[config.mk]
export PLATFORM = sky130hd
export DESIGN_NAME = smg_scan_ctrl_flat
export DESIGN_NICKNAME = d
export VERILOG_FILES = /design/src/rtl/smg_pkg.sv /design/src/rtl/smg_scan_ctrl_if.sv /design/src/rtl/smg_hex_decode.sv /design/src/rtl/smg_scan_ctrl.sv /design/src/flat_wrapper.sv
export SDC_FILE = /design/constraint.sdc
export NUM_CORES = 1
export LEC_CHECK = 0
export BUFFER_PORTS_ARGS = -buffer_cell sky130_fd_sc_hd__buf_4
export CAP_MARGIN = 10
export CORE_MARGIN = 10
export CORE_UTILIZATION = 50
export DETAILED_ROUTE_END_ITERATION = 16
export MAX_ROUTING_LAYER = met4
export PLACE_DENSITY = 0.69
export SLEW_MARGIN = 20
export SYNTH_ARGS = -nofsm -noshare
export SYNTH_HDL_FRONTEND = slang
export SYNTH_HIERARCHICAL = 1
export SYNTH_SLANG_ARGS = --single-unit
export TNS_END_PERCENT = 30
[constraint.sdc]
create_clock -name S_AXI_ACLK -period 3.1 [get_ports S_AXI_ACLK]
set_input_delay 0.155 -clock S_AXI_ACLK [delete_from_list [all_inputs] [get_ports S_AXI_ACLK]]
set_output_delay 0.155 -clock S_AXI_ACLK [all_outputs]
set_load 0.03 [all_outputs]
[src/rtl/smg_pkg.sv]
// Shared types and constants for the seven-segment scan engine.
// Latency: n/a (package only).
// Backpressure: n/a.
package smg_pkg;

    localparam int NUM_DIGITS = 6;

    typedef enum logic [1:0] {
        IDLE,
        BLANK,
        SHOW
    } scan_state_t;

    // One complete display image; active and shadow buffers both hold this.
    typedef struct packed {
        logic [4*NUM_DIGITS-1:0] data;
        logic [NUM_DIGITS-1:0]   dp;
        logic [NUM_DIGITS-1:0]   blank;
    } disp_frame_t;

    // Segment patterns for 0..F, bit0 = a, active-high.
    localparam logic [6:0] HEX_SEG [16] = '{
        7'h3F, 7'h06, 7'h5B, 7'h4F, 7'h66, 7'h6D, 7'h7D, 7'h07,
        7'h7F, 7'h6F, 7'h77, 7'h7C, 7'h39, 7'h5E, 7'h79, 7'h71
    };

    function automatic logic [7:0] seg_pin(input logic [7:0] raw, input logic act_low);
        return act_low ? ~raw : raw;
    endfunction

    function automatic logic [NUM_DIGITS-1:0] scan_pin(input logic [NUM_DIGITS-1:0] raw,
                                                       input logic act_low);
        return act_low ? ~raw : raw;
    endfunction

    function automatic logic [7:0] seg_off(input logic act_low);
        return seg_pin(8'h00, act_low);
    endfunction

    function automatic logic [NUM_DIGITS-1:0] scan_off(input logic act_low);
        return scan_pin('0, act_low);
    endfunction

endpackage

[src/rtl/smg_scan_ctrl_if.sv]
// Load/enable port of the scan engine, driven by the register file.
// Latency: n/a (signal bundle).
// Backpressure: Disp_Ready low while a shadow image is waiting for a frame boundary.
interface smg_scan_ctrl_if;

    logic [4*smg_pkg::NUM_DIGITS-1:0] Disp_Data;
    logic [smg_pkg::NUM_DIGITS-1:0]   Disp_Dp;
    logic [smg_pkg::NUM_DIGITS-1:0]   Disp_Blank;
    logic                             Disp_Valid;
    logic                             Disp_Ready;
    logic                             Disp_Enable;

    modport master (
        output Disp_Data, Disp_Dp, Disp_Blank, Disp_Valid, Disp_Enable,
        input  Disp_Ready
    );

    modport slave (
        input  Disp_Data, Disp_Dp, Disp_Blank, Disp_Valid, Disp_Enable,
        output Disp_Ready
    );

endinterface

[src/rtl/smg_hex_decode.sv]
// Nibble to seven-segment pattern (bit0 = a, active-high).
// Latency: combinational.
// Backpressure: none.
module smg_hex_decode
    import smg_pkg::*;
(
    input  logic [3:0] nibble,
    output logic [6:0] seg
);

    assign seg = HEX_SEG[nibble];

endmodule

[src/rtl/smg_scan_ctrl.sv]
// Six-digit multiplexed seven-segment scanner with double-buffered load.
// Latency: pins follow scan state by one cycle; loads become visible at the next frame start.
// Backpressure: Disp_Ready drops while a shadow image is pending.
module smg_scan_ctrl
    import smg_pkg::*;
#(
    parameter int C_NUM_DIGITS      = 6,
    parameter int C_SCAN_DIV        = 50000,
    parameter int C_BLANK_CYCLES    = 16,
    parameter bit C_SEG_ACTIVE_LOW  = 1'b1,
    parameter bit C_SCAN_ACTIVE_LOW = 1'b1
) (
    input  logic                  S_AXI_ACLK,
    input  logic                  S_AXI_ARESETN,
    smg_scan_ctrl_if.slave        disp,
    output logic [7:0]            SMG_Data,
    output logic [NUM_DIGITS-1:0] Scan_Sig,
    output logic                  Frame_Done
);

    localparam int                    CNT_W      = (C_SCAN_DIV > 2) ? $clog2(C_SCAN_DIV) : 1;
    localparam logic [CNT_W-1:0]      CNT_LAST   = CNT_W'(C_SCAN_DIV - 1);
    localparam logic [CNT_W-1:0]      BLANK_LAST = CNT_W'(C_BLANK_CYCLES - 1);
    localparam logic [2:0]            DIG_LAST   = 3'(C_NUM_DIGITS - 1);
    localparam logic [7:0]            SEG_OFF    = seg_off(C_SEG_ACTIVE_LOW);
    localparam logic [NUM_DIGITS-1:0] SCAN_OFF   = scan_off(C_SCAN_ACTIVE_LOW);

    scan_state_t           state, state_nxt;
    logic [CNT_W-1:0]      cnt, cnt_nxt;
    logic [2:0]            digit, digit_nxt;
    logic                  frame_end;
    disp_frame_t           active, shadow, load;
    logic                  pending;
    logic                  accept;
    logic [6:0]            hex_seg;
    logic [3:0]            nibble;
    logic                  lit;
    logic [7:0]            seg_raw;
    logic [NUM_DIGITS-1:0] scan_raw;

    assign load            = {disp.Disp_Data, disp.Disp_Dp, disp.Disp_Blank};
    assign disp.Disp_Ready = !pending;
    assign accept          = disp.Disp_Valid && !pending;

    always_ff @(posedge S_AXI_ACLK or negedge S_AXI_ARESETN) begin
        if (!S_AXI_ARESETN) begin
            state <= IDLE;
            cnt   <= '0;
            digit <= '0;
        end else begin
            state <= state_nxt;
            cnt   <= cnt_nxt;
            digit <= digit_nxt;
        end
    end

    always_comb begin
        state_nxt = state;
        cnt_nxt   = cnt;
        digit_nxt = digit;
        frame_end = 1'b0;
        if (!disp.Disp_Enable) begin
            state_nxt = IDLE;
            cnt_nxt   = '0;
            digit_nxt = '0;
        end else begin
            case (state)
                IDLE: begin
                    state_nxt = BLANK;
                    cnt_nxt   = '0;
                    digit_nxt = '0;
                end
                BLANK: begin
                    cnt_nxt = cnt + CNT_W'(1);
                    if (cnt == BLANK_LAST) state_nxt = SHOW;
                end
                SHOW: begin
                    if (cnt == CNT_LAST) begin
                        state_nxt = BLANK;
                        cnt_nxt   = '0;
                        if (digit == DIG_LAST) begin
                            digit_nxt = '0;
                            frame_end = 1'b1;
                        end else begin
                            digit_nxt = digit + 3'd1;
                        end
                    end else begin
                        cnt_nxt = cnt + CNT_W'(1);
                    end
                end
                default: state_nxt = IDLE;
            endcase
        end
    end

    // Shadow is promoted at a frame boundary or when the display is switched off;
    // in IDLE nothing is on screen so a load can go straight to the active image.
    always_ff @(posedge S_AXI_ACLK or negedge S_AXI_ARESETN) begin
        if (!S_AXI_ARESETN) begin
            active  <= '0;
            shadow  <= '0;
            pending <= 1'b0;
        end else begin
            if (pending && (!disp.Disp_Enable || frame_end)) begin
                active  <= shadow;
                pending <= 1'b0;
            end
            if (accept) begin
                if (state == IDLE) begin
                    active <= load;
                end else begin
                    shadow  <= load;
                    pending <= 1'b1;
                end
            end
        end
    end

    assign nibble = active.data[{digit, 2'b00} +: 4];

    smg_hex_decode u_hex_decode (
        .nibble (nibble),
        .seg    (hex_seg)
    );

    assign lit      = disp.Disp_Enable && (state == SHOW) && !active.blank[digit];
    assign seg_raw  = {active.dp[digit], hex_seg};
    assign scan_raw = NUM_DIGITS'(1) << digit;

    always_ff @(posedge S_AXI_ACLK or negedge S_AXI_ARESETN) begin
        if (!S_AXI_ARESETN) begin
            SMG_Data   <= SEG_OFF;
            Scan_Sig   <= SCAN_OFF;
            Frame_Done <= 1'b0;
        end else begin
            SMG_Data   <= lit ? seg_pin(seg_raw, C_SEG_ACTIVE_LOW) : SEG_OFF;
            Scan_Sig   <= lit ? scan_pin(scan_raw, C_SCAN_ACTIVE_LOW) : SCAN_OFF;
            Frame_Done <= frame_end;
        end
    end

endmodule

[src/flat_wrapper.sv]
// flat-port wrapper written by rule: the top's interface ports become plain ports
module smg_scan_ctrl_flat import smg_pkg::*;
#(
    parameter int C_NUM_DIGITS      = 6,
    parameter int C_SCAN_DIV        = 50000,
    parameter int C_BLANK_CYCLES    = 16,
    parameter bit C_SEG_ACTIVE_LOW  = 1'b1,
    parameter bit C_SCAN_ACTIVE_LOW = 1'b1
)
  (S_AXI_ACLK, S_AXI_ARESETN, SMG_Data, Scan_Sig, Frame_Done, disp_Disp_Data, disp_Disp_Dp, disp_Disp_Blank, disp_Disp_Valid, disp_Disp_Enable, disp_Disp_Ready);
  smg_scan_ctrl_if disp_i ();
  input  logic S_AXI_ACLK;
  input  logic S_AXI_ARESETN;
  output logic [7:0] SMG_Data;
  output logic [NUM_DIGITS-1:0] Scan_Sig;
  output logic Frame_Done;
  input wire logic [$bits(disp_i.Disp_Data)-1:0] disp_Disp_Data;
  input wire logic [$bits(disp_i.Disp_Dp)-1:0] disp_Disp_Dp;
  input wire logic [$bits(disp_i.Disp_Blank)-1:0] disp_Disp_Blank;
  input wire logic [$bits(disp_i.Disp_Valid)-1:0] disp_Disp_Valid;
  input wire logic [$bits(disp_i.Disp_Enable)-1:0] disp_Disp_Enable;
  output wire logic [$bits(disp_i.Disp_Ready)-1:0] disp_Disp_Ready;
  assign disp_i.Disp_Data = disp_Disp_Data;
  assign disp_i.Disp_Dp = disp_Disp_Dp;
  assign disp_i.Disp_Blank = disp_Disp_Blank;
  assign disp_i.Disp_Valid = disp_Disp_Valid;
  assign disp_i.Disp_Enable = disp_Disp_Enable;
  assign disp_Disp_Ready = disp_i.Disp_Ready;
  smg_scan_ctrl #(.C_NUM_DIGITS(C_NUM_DIGITS), .C_SCAN_DIV(C_SCAN_DIV), .C_BLANK_CYCLES(C_BLANK_CYCLES), .C_SEG_ACTIVE_LOW(C_SEG_ACTIVE_LOW), .C_SCAN_ACTIVE_LOW(C_SCAN_ACTIVE_LOW)) u_core (.S_AXI_ACLK(S_AXI_ACLK), .S_AXI_ARESETN(S_AXI_ARESETN), .disp(disp_i), .SMG_Data(SMG_Data), .Scan_Sig(Scan_Sig), .Frame_Done(Frame_Done));
endmodule
Word-level counts from Yosys, hierarchy flattened
Memories as Yosys holds them, arrays and structs flattened.
Cells that the tools add are included.
- muxes and demuxes: 29
- magnitude comparators: 2
- reduce and logical (&&, ||, !) cells: 12
- shifts and indexed selects: 2
- bitwise operators: 4
- $add $sub $neg: 2
- eq/ne operators: 9
- operators by type and width (kind ; count):
    $mux W36 ; 3
    $pmux W16 S3 ; 1
    $mux W16 ; 2
    $shiftx A24 B6 Y4 ; 1
    $add A16 B1 Y16 const B ; 1
    $eq A16 B16 Y1 const B ; 1
    $eq A16 B4 Y1 const B ; 1
    $mux W7 ; 2
    $mux W1 ; 9
    $mux W3 ; 3
    $mux W8 ; 1
    $not A8 Y8 ; 1
    $bmux W1 S3 ; 2
    $mux W2 ; 3
    $mux W6 ; 1
    $ne A3 B2 Y1 const B ; 2
    $not A6 Y6 ; 1
    $pmux W2 S3 ; 1
    $pmux W3 S2 ; 1
    $reduce_and A2 Y1 ; 3
    $shl A1 B3 Y6 const A ; 1
    $ge A5 B5 Y1 const B ; 1
    $not A4 Y5 ; 1
    $logic_and A1 B1 Y1 ; 4
    other kinds (11) ; 13
- bits of input ports: 40
- flip-flop bits (word level): 109
- memories kept: 1
- bits in read-only memories: 112
- word-level logic and storage cells: 74
- memory list (name ; depth ; width ; read ports ; clocked after memory_dff ; wr ports ; RTL line ; text):
    (no name shown) ; 16 ; 7 ; 1 ; 0 ; 0 ; smg_hex_decode.sv:11 ; assign seg = HEX_SEG[nibble];

Depth between registers and ports, before layout
Gate-level depths: netlist (run 1).
- depth after elaboration: 10
- mapped depth: 9
- gate-level depth less buffers: 8

Hierarchy
The synthesis (run 1) kept the hierarchy.
- modules (own cells, without submodules) (module ; seq. area each (um^2) ; instances ; cells an instance ; area each (um^2)):
    smg_scan_ctrl ; 2745.1 ; 1 ; 412 ; 5073.6
    smg_hex_decode ; 0.0 ; 1 ; 33 ; 290.3

Worst setup path after synthesis (run 1)
No wires, ideal clock.
- kind: flip-flop to flip-flop
- from: register u_core.digit[0]
- to: register u_core.SMG_Data[3]
- arrival: 2.282 ns
- cell stages (with the launch flop): 9
- slack: 0.755 ns
- buffers on the path: 2
- path through: dfrtp_1 -> buf_6 -> clkbuf_1 -> mux2i_1 -> o21ai_0 -> inv_1 -> ha_1 -> mux4_1 -> nand2_1
- longest elaborated chain between the ends: 7
- elaborated cells on any way between the ends: 11
- those cells by class: shift: 1; mux: 5; bitwise: 2; reduce/logical: 2; memory: 1
- ends and longest elaborated chain (item ; RTL line ; text):
    start, declared ; smg_scan_ctrl.sv:30 ; logic [2:0] digit, digit_nxt;
    start signal, assigned ; smg_scan_ctrl.sv:53 ; digit <= digit_nxt;
    $shiftx A24 B6 Y4 ; smg_scan_ctrl.sv:119 ; assign nibble = active.data[{digit, 2'b00} +: 4];
    named net u_core.nibble[1] ; smg_scan_ctrl.sv:36 ; logic [3:0] nibble;
    $not A4 Y5 (implied by the code) ; smg_hex_decode.sv:11 ;
    $mem_v2 Z16 W7 ; n/a ;
    $mux W7 (implied by the code) (2 in a row) ; smg_hex_decode.sv:11 ;
    named net u_core.hex_seg[3] ; smg_scan_ctrl.sv:35 ; logic [6:0] hex_seg;
    $not A8 Y8 ; smg_pkg.sv:28 ; return act_low ? ~raw : raw;
    $mux W8 ; smg_scan_ctrl.sv:136 ; SMG_Data <= lit ? seg_pin(seg_raw, C_SEG_ACTIVE_LOW) : SEG_OFF;
    end signal, assigned ; smg_scan_ctrl.sv:136 ;
    end, declared ; smg_scan_ctrl.sv:16 ; output logic [7:0] SMG_Data,
The timed path passes the listed nets, and every way through them passes these cells. The select of a mux whose other input is x is not followed.
A chain may end at the register's enable or synchronous reset.

Worst setup path in the final report (run 1)
Ends and elaborated chain as after synthesis.

==> qor.txt, run 1 <==
Cells after Synth -> 445
Final hold viol count -> 0
Leakage power -> 2.474 nW
Final period util -> 86.07%
DRC -> 0
Final-report max-slew violation count -> 0
Most frequent cells in the layout -> dfrtp_1 (95), buf_4 (64), o21a_1 (38), mux2_2 (38), nand2_1 (31)
Most common cell after layout, fill and taps aside -> dfrtp_1
Area share of the largest cell type after synthesis -> 44.32%
Reg2reg start -> u_core/digit[0]
Htree depth -> 3
TritonCTS buffer count -> 9
Die X -> 123.6 um
Die footprint -> 15,270 sq um
CTS tree -> yes
Power Density -> 815.4 nW/um^2
Final hold slack -> 0.02468 ns
Core Area -> 10,370 sq um
Antenna Violating Nets Remaining -> 0
Max-cap violations -> 0
Seq/Total Area, Yosys -> 51.18%
Hold Path Stages -> 2
Later-pin clock latency in the skew report -> 0.37 ns
FF-to-FF setup slack -> 0.43 ns
Initial detailed-routing violation count -> 192
Largest net degree at the start of global routing -> 64
Max layer used -> met4
Setup Skew -> 0.01263 ns
Yosys warning total -> 6
Final nets -> 559
Req. time, crit path -> 3.41 ns
# rows -> 37
Ys async rst share -> 100.0%
Top cells by area, synth -> dfrtp_1 (44%), mux2_2 (8.0%), dfstp_2 (6.9%), o21a_1 (5.3%), o22a_1 (4.9%)
Die Ht -> 123.6 um
Setup crit end -> u_core/SMG_Data[3]
Worst hold path type -> input port to flip-flop
Critical Setup Path Class -> flip-flop to flip-flop
First-pass GRT wire length -> 18,390 um
FF-to-FF End -> u_core/SMG_Data[3]
1st-pass router iterations -> 4
Tmin final -> 2.668 ns
Synth Net Count -> 498
Slew headroom -> 41.68%
Met2 wire len -> 5141 um
Overall fraction of global-route tracks in use -> 15.31%
Crit. Startpoint -> u_core/digit[0]
FMAX -> 374.8 MHz
CTS Sinks -> 109
Final HPWL DP -> 7890 um
# IOs -> 56
Fillers -> 858
Vias in the first global route -> 3,644
Routed vias -> 3,628
Synth Flop Type -> dfrtp_1
EDFF count, synth -> 0
Post-synthesis cell type count -> 59
Final Util -> 59.29%
ANT cells -> 0
Startpoint types -> flip-flop
Vias per cell -> 5.607
CP Max Fanout -> 10
Worst Setup End Kind -> flip-flop
Area grow syn2layout -> 14.63%
Status -> finished, final reports clean
PortBufs -> 55
R2R depth -> 8
Worst slew pin tran -> 0.8720 ns
Dominant cell type by area after synthesis -> dfrtp_1
Worst EP arrival -> 2.97 ns
GRT overflow -> 0
Average cell area after synthesis -> 12.05 sq um
Initial antenna violation count -> 0
Initial Utilization -> 51.73%
Clock slew at reported path FFs -> 0.12 ns
Max Buffers Root-to-Sink -> 2
M1 WL -> 5443 um
Mapped Area -> 5364 sq um
Metal3 WL -> 433 um
CTS root buf -> clkbuf_8
Share of cells above drive strength 1 -> 31.31%
Sum of negative setup slack -> 0 ns
Synth Register Bits -> 109
Design Power -> 5.013 mW
Routed length per instance -> 17.13 um
RePlAce Congestion -> 0.8980
Worst VDD drop -> 482.6 uV
Post-Route WL -> 11,080 um
Final setup viols -> 0
RSZ-0062 raised after global routing -> false
## where the power goes
part	total (mW)	switching, mW	internal, mW
combinational	1.91	0.910	1.00
sequential	2.25	0.303	1.94
clock	0.856	0.534	0.322
## registers in the layout (all words and copies together), names as in the netlist
signal and count:
u_core/shadow 36, u_core/cnt 16, u_core/Frame_Done 1, u_core/Scan_Sig 6, u_core/pending 1, u_core/digit 3
u_core/active 36, u_core/state 2, u_core/SMG_Data 8
## through the flow
step	area, sq um	cells	worst slack (ns)
3_3_place_gp	5866	623	0.5636
2_1_floorplan	5364	445	0.7550
5_1_grt	6148	647	0.2347
3_5_place_dp	5866	623	0.4599
6_report	6148	647	0.4318
4_1_cts	6148	647	0.4231
## layer usage
layer	GRT usage, %	vias up
met5	-	-
met2	22.07	75
met1	21.86	1798
met3	2.534	6
li1	-	1749
met4	4.294	0
## timing repair
action | CTS | global route
hold buffers | 8 | 0
resized for setup | 0 | 0
setup buffers | 0 | 0
hold endpoints to repair | 53 | 0
## critical path, stage by stage, from the launching register on
cell     delay (ns)
dfrtp_1        0.68
mux4_2         0.57
nand2_1        0.07
o21ai_0        0.22
inv_1          0.21
ha_1           0.26
inv_1          0.05
mux4_1         0.48
nand2_1        0.07
## Yosys cell counts, drive strengths merged, types with 4 or more instances
library cell / count
dfrtp: 95
mux2: 39
o21a: 38
o22a: 36
nand2: 32
nand3: 20
o21ai: 16
dfstp: 14
inv: 14
nor2: 14
ha: 13
a21oi: 11
buf: 10
clkbuf: 10
mux2i: 8
mux4: 7
and2: 4
and3: 4
nor3: 4
nor3b: 4
o31ai: 4
## cells by family after synthesis
family,Yosys count,synth area share (%)
AO/OA/AOI/OAI,119,16.91
XOR/XNOR,3,0.4899
buffers and inverters,38,4.292
adder cells (fa/ha/maj),13,3.032
flip-flops,109,51.18
multiplexers,54,12.76
AND/OR/NAND/NOR,109,11.34
## how the worst min path moves through the flow
| stage | end | slack [ns] | from |
|---|---|---|---|
| global placement | u_core/cnt[3] | 0.21 | S_AXI_ARESETN |
| finish | u_core/shadow[23] | 0.02 | disp_Disp_Data[11] |
| CTS | u_core/shadow[23] | 0.001 | disp_Disp_Data[11] |
| global route | u_core/shadow[23] | 0.008 | disp_Disp_Data[11] |
| floorplan | u_core/Frame_Done | -0.14 | S_AXI_ARESETN |
| detailed placement | u_core/cnt[3] | 0.21 | S_AXI_ARESETN |
## cell type report
cell class | count | area, sq um | area share [%]
clock buffers | 9 | 123.9 | 2.015
clock inverters | 7 | 78.83 | 1.282
inverters | 15 | 56.30 | 0.9158
multi-input cells | 298 | 2394 | 38.93
flip-flops and latches | 109 | 2745 | 44.65
well taps | 136 | 170.2 | 2.768
repair buffers | 73 | 580.6 | 9.442
No activity file was read; power rests on OpenSTA's default activity.
==> inputs of run 2 (changes only) <==
--- a/config.mk
+++ b/config.mk
@@ -8,10 +8,9 @@
 export BUFFER_PORTS_ARGS = -buffer_cell sky130_fd_sc_hd__buf_4
 export CAP_MARGIN = 10
 export CORE_MARGIN = 10
-export CORE_UTILIZATION = 50
+export CORE_UTILIZATION = 40
 export DETAILED_ROUTE_END_ITERATION = 16
 export MAX_ROUTING_LAYER = met4
-export PLACE_DENSITY = 0.69
 export SLEW_MARGIN = 20
 export SYNTH_ARGS = -nofsm -noshare
 export SYNTH_HDL_FRONTEND = slang
==> run 2 against run 1 <==
  * Worst hold slack better by 0.019 ns
  * Die area is 21% higher
  * Via count is 0.63% higher
  * Non-clock buffer count is 7 lower
  * Global-route usage is 1.6 points lower
  * Critical path depth is 2 lower
  * Sequential share of layout area is 0.58 points lower
  * Register-to-register slack better by 0.09 ns
  * Wire length is 4.7% higher
==> qor.txt, run 2 (synthesized netlist as in run 1, its figures left out) <==
Worst Setup End Kind -> flip-flop (unchanged)
Clock slew at reported path FFs -> 0.07 ns (was 0.12 ns)
Area grow syn2layout -> 16.14% (was 14.63%)
Status -> finished, final reports clean (unchanged)
CTS-repair resized insts -> 0 (unchanged)
Core Area -> 13,190 sq um (was 10,370 sq um)
R2R depth -> 6 (was 8)
Critical path's top delay family -> flip-flops (was multiplexers)
Vias in the first global route -> 3,746 (was 3,644)
Setup Skew -> 0.007803 ns (was 0.01263 ns)
# IOs -> 56 (unchanged)
TritonCTS buffer count -> 9 (unchanged)
Htree depth -> 3 (unchanged)
Overall fraction of global-route tracks in use -> 13.72% (was 15.31%)
# rows -> 42 (was 37)
Worst VDD drop -> 456.0 uV (was 482.6 uV)
Final nets -> 552 (was 559)
CP Max Fanout -> 13 (was 10)
CTS tree -> yes (unchanged)
GRT overflow -> 0 (unchanged)
CTS root buf -> clkbuf_16 (was clkbuf_8)
DRC -> 0 (unchanged)
RePlAce Congestion -> 0.8394 (was 0.8980)
1st-pass router iterations -> 5 (was 4)
Largest net degree at the start of global routing -> 70 (was 64)
Tmin final -> 2.579 ns (was 2.668 ns)
Initial Utilization -> 40.67% (was 51.73%)
Worst path cell trace -> nand2b_1, o21ai_0, inv_1, ha_1, mux4_1, nand2_1 (was mux4_2, nand2_1, o21ai_0, inv_1, ha_1, inv_1, mux4_1, nand2_1)
Design Power -> 5.316 mW (was 5.013 mW)
Routed vias -> 3,651 (was 3,628)
Max-cap violations -> 0 (unchanged)
FF-to-FF setup slack -> 0.52 ns (was 0.43 ns)
CP max stage delay -> 0.57 ns (was 0.68 ns)
Power Density -> 853.2 nW/um^2 (was 815.4 nW/um^2)
FMAX -> 387.7 MHz (was 374.8 MHz)
Slew headroom -> 44.19% (was 41.68%)
First-pass GRT wire length -> 19,550 um (was 18,390 um)
Die X -> 135.8 um (was 123.6 um)
RSZ-0062 raised after global routing -> false (unchanged)
Final setup viols -> 0 (unchanged)
Leakage power -> 2.494 nW (was 2.474 nW)
Worst hold path type -> input port to flip-flop (unchanged)
Final-report max-slew violation count -> 0 (unchanged)
Critical Setup Path Class -> flip-flop to flip-flop (unchanged)
Final HPWL DP -> 8170 um (was 7890 um)
Sum of negative setup slack -> 0 ns (unchanged)
Routed length per instance -> 17.04 um (was 17.13 um)
CTS Sinks -> 109 (unchanged)
Crit. Startpoint -> u_core/digit[1] (was u_core/digit[0])
Bufs and invs on worst path -> 1 (was 2)
FF-to-FF End -> u_core/SMG_Data[3] (unchanged)
Worst slew pin tran -> 0.8316 ns (was 0.8720 ns)
Setup crit end -> u_core/SMG_Data[3] (unchanged)
Reg2reg start -> u_core/digit[1] (was u_core/digit[0])
Startpoint types -> flip-flop (unchanged)
CP max-delay cell -> dfrtp_1 (unchanged)
Worst EP arrival -> 2.87 ns (was 2.97 ns)
Initial antenna violation count -> 1 (was 0)
Final hold viol count -> 0 (unchanged)
Req. time, crit path -> 3.39 ns (was 3.41 ns)
Most common cell after layout, fill and taps aside -> dfrtp_1 (unchanged)
PortBufs -> 55 (unchanged)
Most frequent cells in the layout -> dfrtp_1 (95), buf_4 (64), o21a_1 (38), mux2_2 (38), nand2_1 (31) (unchanged)
Die Ht -> 135.8 um (was 123.6 um)
Final period util -> 83.20% (was 86.07%)
Largest regs -> u_core/active (36), u_core/shadow (36), u_core/cnt (16) (unchanged)
Later-pin clock latency in the skew report -> 0.35 ns (was 0.37 ns)
Antenna Violating Nets Remaining -> 0 (unchanged)
Vias per cell -> 5.361 (was 5.607)
WP depth -> 6 (was 8)
Max Buffers Root-to-Sink -> 2 (unchanged)
Die footprint -> 18,440 sq um (was 15,270 sq um)
Post-Route WL -> 11,600 um (was 11,080 um)
Initial detailed-routing violation count -> 264 (was 192)
Share of cells above drive strength 1 -> 31.75% (was 31.31%)
run 2: how the worst min path moves through the flow:
| stage | startpoint | depth (start not counted) | to | slack [ns] |
|---|---|---|---|---|
| floorplan | S_AXI_ARESETN | 0 | u_core/Frame_Done | -0.14 |
| global placement | S_AXI_ARESETN | 1 | u_core/Frame_Done | 0.19 |
| detailed placement | S_AXI_ARESETN | 1 | u_core/Frame_Done | 0.19 |
| CTS | disp_Disp_Data[15] | 2 | u_core/shadow[27] | 0.02 |
| global route | disp_Disp_Data[15] | 2 | u_core/shadow[27] | 0.02 |
| finish | disp_Disp_Data[10] | 2 | u_core/shadow[22] | 0.04 |
run 2: area by class of cell:
cell class,count,area (sq um)
Clock inverter,4,35.03
Timing Repair Buffer,66,510.5
Multi-Input combinational cell,298,2394
Sequential cell,109,2745
Inverter,15,56.30
Antenna cell,1,2.502
Clock buffer,12,266.5
Fill cell,1236,6960
Tap cell,176,220.2
run 2: routing by layer:
metal  vias to the layer above  routed length [um]  track usage (%)
met4                         0                 114            4.067
met1                      1836                5601            18.00
li1                       1741                   -                -
met5                         -                   0                -
met3                        10                 475            3.932
met2                        64                5411            20.14
run 2: stage by stage:
step | hold WS, ns | util [%] | cells | worst slack, ns | area [sq um]
2_1_floorplan | -0.1406 | - | 445 | 0.7550 | 5364
3_3_place_gp | 0.1889 | 44.85 | 663 | 0.5619 | 5916
3_5_place_dp | 0.1930 | 44.85 | 663 | 0.5648 | 5916
4_1_cts | 0.01805 | 47.21 | 680 | 0.5486 | 6227
5_1_grt | 0.02276 | 47.23 | 681 | 0.3628 | 6230
6_report | 0.04375 | 47.23 | 681 | 0.5209 | 6230
run 2: power by group:
group	switching, mW	internal (mW)	leakage [nW]
clock	0.533	0.622	0.150
sequential	0.309	1.95	1.29
combinational	0.912	0.993	1.05
total	1.75	3.56	2.49
run 2: repair_timing:
action	4_1_cts	5_1_grt
buffers inserted	0	0
hold buffers	1	0
endpoints found under the hold margin	27	0
==> inputs of run 3 (changes only) <==
--- a/config.mk
+++ b/config.mk
@@ -5,6 +5,7 @@
 export SDC_FILE = /design/constraint.sdc
 export NUM_CORES = 1
 export LEC_CHECK = 0
+export ABC_AREA = 1
 export BUFFER_PORTS_ARGS = -buffer_cell sky130_fd_sc_hd__buf_4
 export CAP_MARGIN = 10
 export CORE_MARGIN = 10
==> constraint.sdc (replaced) <==
create_clock -name S_AXI_ACLK -period 2.3 [get_ports S_AXI_ACLK]
set_input_delay 0.115 -clock S_AXI_ACLK [delete_from_list [all_inputs] [get_ports S_AXI_ACLK]]
set_output_delay 0.115 -clock S_AXI_ACLK [all_outputs]
set_load 0.03 [all_outputs]
==> run 3 against run 2 <==
  * Die area up 7.8%
  * Sequential share of layout area down 5.5 points
  * Clock power up 50%
  * Fmax up 18%
  * Critical path depth up 8
  * Synthesized cell count up 68%
  * Critical endpoint unchanged
==> qor.txt, run 3 <==
Status -> finished, final reports clean (unchanged)
Area share of the largest cell type after synthesis -> 40.60% (was 44.32%)
Synth Register Bits -> 109 (unchanged)
EDFF count, synth -> 0 (unchanged)
Startpoint types -> flip-flop (unchanged)
Post-place setup slack -> 0.04967 ns (was 0.5648 ns)
Final worst slack -> 0.1075 ns (was 0.5209 ns)
Ys async rst share -> 100.0% (unchanged)
Initial detailed-routing violation count -> 423 (was 264)
Worst EP arrival -> 2.47 ns (was 2.87 ns)
Worst path cell trace -> inv_1, nor2_4, inv_1, o22ai_1, o21ai_0, o211ai_1, buf_4, ha_1, inv_1, nand2_1, nand2_1, nand2_1, nand2_1, nand2_1 (was nand2b_1, o21ai_0, inv_1, ha_1, mux4_1, nand2_1)
CP Max Fanout -> 5 (was 13)
Max Buffers Root-to-Sink -> 2 (unchanged)
Req. time, crit path -> 2.58 ns (was 3.39 ns)
Most frequent cells in the layout -> nand2_1 (206), inv_1 (108), dfrtp_1 (94) (was dfrtp_1 (95), buf_4 (64), o21a_1 (38), mux2_2 (38), nand2_1 (31))
RePlAce Congestion -> 0.9244 (was 0.8394)
Clock slew at reported path FFs -> 0.07 ns (about the same)
Worst hold path type -> input port to flip-flop (unchanged)
Register Area -> 2746 sq um (was 2745 sq um)
# IOs -> 56 (unchanged)
Max-cap violations -> 0 (unchanged)
Post-Route WL -> 14,010 um (was 11,600 um)
Mapped Area -> 5856 sq um (was 5364 sq um)
Seq/Total Area, Yosys -> 46.88% (was 51.18%)
Tmin final -> 2.193 ns (was 2.579 ns)
TritonCTS buffer count -> 9 (unchanged)
Area of the multi-input gates -> 2460 sq um (was 2394 sq um)
Die X -> 141.0 um (was 135.8 um)
Core Area -> 14,420 sq um (was 13,190 sq um)
# rows -> 44 (was 42)
CTS Sinks -> 109 (unchanged)
Initial Utilization -> 40.60% (was 40.67%)
1st-pass router iterations -> 6 (was 5)
Synth Net Count -> 800 (was 498)
Design Power -> 8.007 mW (was 5.316 mW)
Worst slew pin tran -> 0.6963 ns (was 0.8316 ns)
Final setup viols -> 0 (unchanged)
Final HPWL DP -> 9945 um (was 8170 um)
Synth Flop Type -> dfrtp_1 (unchanged)
Dominant cell type by area after synthesis -> dfrtp_1 (unchanged)
CTS tree -> yes (unchanged)
FMAX -> 456.1 MHz (was 387.7 MHz)
Final hold viol count -> 0 (unchanged)
Cells after Synth -> 747 (was 445)
CTS root buf -> clkbuf_16 (unchanged)
Largest net degree at the start of global routing -> 74 (was 70)
Fillers -> 1,396 (was 1,236)
Final-report max-slew violation count -> 0 (unchanged)
RSZ-0062 raised after global routing -> false (unchanged)
Final nets -> 887 (was 552)
Final period util -> 95.33% (was 83.20%)
Most common cell in the synthesized netlist -> nand2_1 (was dfrtp_1)
Antenna Violating Nets Remaining -> 0 (unchanged)
Die footprint -> 19,880 sq um (was 18,440 sq um)
Cell mode on critical path -> nand2_1
Initial antenna violation count -> 0 (was 1)
Slew headroom -> 53.37% (was 44.19%)
Sum of negative setup slack -> 0 ns (unchanged)
Setup Skew -> 0.01013 ns (was 0.007803 ns)
GRT overflow -> 0 (unchanged)
Routed vias -> 4,970 (was 3,651)
Average cell area after synthesis -> 7.839 sq um (was 12.05 sq um)
Yosys warning total -> 6 (unchanged)
Later-pin clock latency in the skew report -> 0.35 ns (about the same)
Worst VDD drop -> 449.8 uV (was 456.0 uV)
PortBufs -> 55 (unchanged)
Synth top cells by count -> nand2_1 (206), inv_1 (112), dfrtp_1 (95) (was dfrtp_1 (95), mux2_2 (38), o21a_1 (38))
Routed length per instance -> 13.70 um (was 17.04 um)
First-pass GRT wire length -> 23,630 um (was 19,550 um)
Largest regs -> u_core/active (36), u_core/shadow (36), u_core/cnt (16) (unchanged)
Bufs and invs on worst path -> 4 (was 1)
Critical Setup Path Class -> flip-flop to flip-flop (unchanged)
Area grow syn2layout -> 21.75% (was 16.14%)
DRC -> 0 (unchanged)
Worst Setup End Kind -> flip-flop (unchanged)
Post-synthesis cell type count -> 37 (was 59)
Critical path's top delay family -> compound AO/OA/AOI/OAI gates (was flip-flops)
Vias in the first global route -> 4,799 (was 3,746)
Overall fraction of global-route tracks in use -> 14.66% (was 13.72%)
Htree depth -> 3 (unchanged)
Vias per cell -> 4.858 (was 5.361)
Share of cells above drive strength 1 -> 17.88% (was 31.75%)
Top cells by area, synth -> dfrtp_1 (41%), nand2_1 (13%), inv_1 (7.2%), nand3_1 (6.8%), dfstp_2 (6.3%) (was dfrtp_1 (44%), mux2_2 (8.0%), dfstp_2 (6.9%), o21a_1 (5.3%), o22a_1 (4.9%))
Power Density -> 1123 nW/um^2 (was 853.2 nW/um^2)
CP max stage delay -> 0.43 ns (was 0.57 ns)
CP max-delay cell -> dfrtp_1 (unchanged)
ANT cells -> 0 (was 1)
Most common cell after layout, fill and taps aside -> nand2_1 (was dfrtp_1)
Leakage power -> 3.615 nW (was 2.494 nW)
Die Ht -> 141.0 um (was 135.8 um)
==> run 3: logic make-up (layout without fill, tap and decap cells) <==
kind of cell	after synthesis	count (layout)	synth area share, %
buf+inv	147	239	11.41
simple gates	399	399	31.05
compound gates	72	72	6.838
xor+xnor	7	7	1.047
fa+ha+maj	13	13	2.778
flops	109	109	46.88
==> run 3: worst register-to-register path, delay by kind of cell (launching register included) <==
| kind | cells | cell delay, ns |
|---|---|---|
| AO/OA/AOI/OAI | 3 | 0.55 |
| adder cells (fa/ha/maj) | 1 | 0.20 |
| buffers and inverters | 4 | 0.53 |
| AND/OR/NAND/NOR | 6 | 0.42 |
| flip-flops | 1 | 0.43 |
==> run 3: layer usage <==
metal	wire, um	vias up	GRT usage, %
met5	0	-	-
met4	209	0	4.891
met3	453	21	2.385
met2	6407	116	22.49
met1	6943	2329	19.32
li1	-	2504	-
==> run 3: path summary, 6_finish.rpt <==
check	start	end	slack [ns]	depth (start not counted)
setup / recovery	u_core/digit[1]	u_core/SMG_Data[3]	0.11	14
hold / removal	disp_Disp_Dp[0]	u_core/active[6]	0.01	3
setup reg to reg	u_core/digit[1]	u_core/SMG_Data[3]	0.11	14
hold reg to reg	u_core/shadow[0]	u_core/shadow[0]	0.52	2
max in group asynchronous	S_AXI_ARESETN	u_core/SMG_Data[1]	1.39	3
min in group asynchronous	S_AXI_ARESETN	u_core/cnt[6]	0.20	2
==> run 3: layout make-up <==
cell class,count,share of cell area (%)
clock buffers,11,3.545
clock inverters,5,1.141
inverters,118,6.213
multi-input cells,491,34.50
flip-flops and latches,109,38.52
well taps,184,3.229
repair buffers,105,12.85
==> run 3: power breakdown <==
group	total [mW]	switching [mW]	internal [mW]
sequential	2.87	0.261	2.61
combinational	3.40	2.24	1.16
clock	1.74	0.719	1.02
total	8.01	3.22	4.78
==> run 3: metrics by stage <==
step	area, sq um	instances	hold WS, ns	utilization, %
after global routing	7129	1023	0.03663	49.43
after floorplan	5856	747	-0.1806	-
after global placement	6399	968	0.03116	44.36
after CTS	7093	1020	0.002873	49.18
after detailed placement	6399	968	0.03514	44.36
final	7129	1023	0.01189	49.43
==> run 3: what timing repair did <==
item / 4_1_cts / 5_1_grt
gates resized for setup: 0 / 10
buffers inserted: 0 / 3
setup endpoints to repair: 0 / 7
hold buffers: 36 / 0
endpoints found under the hold margin: 56 / 0
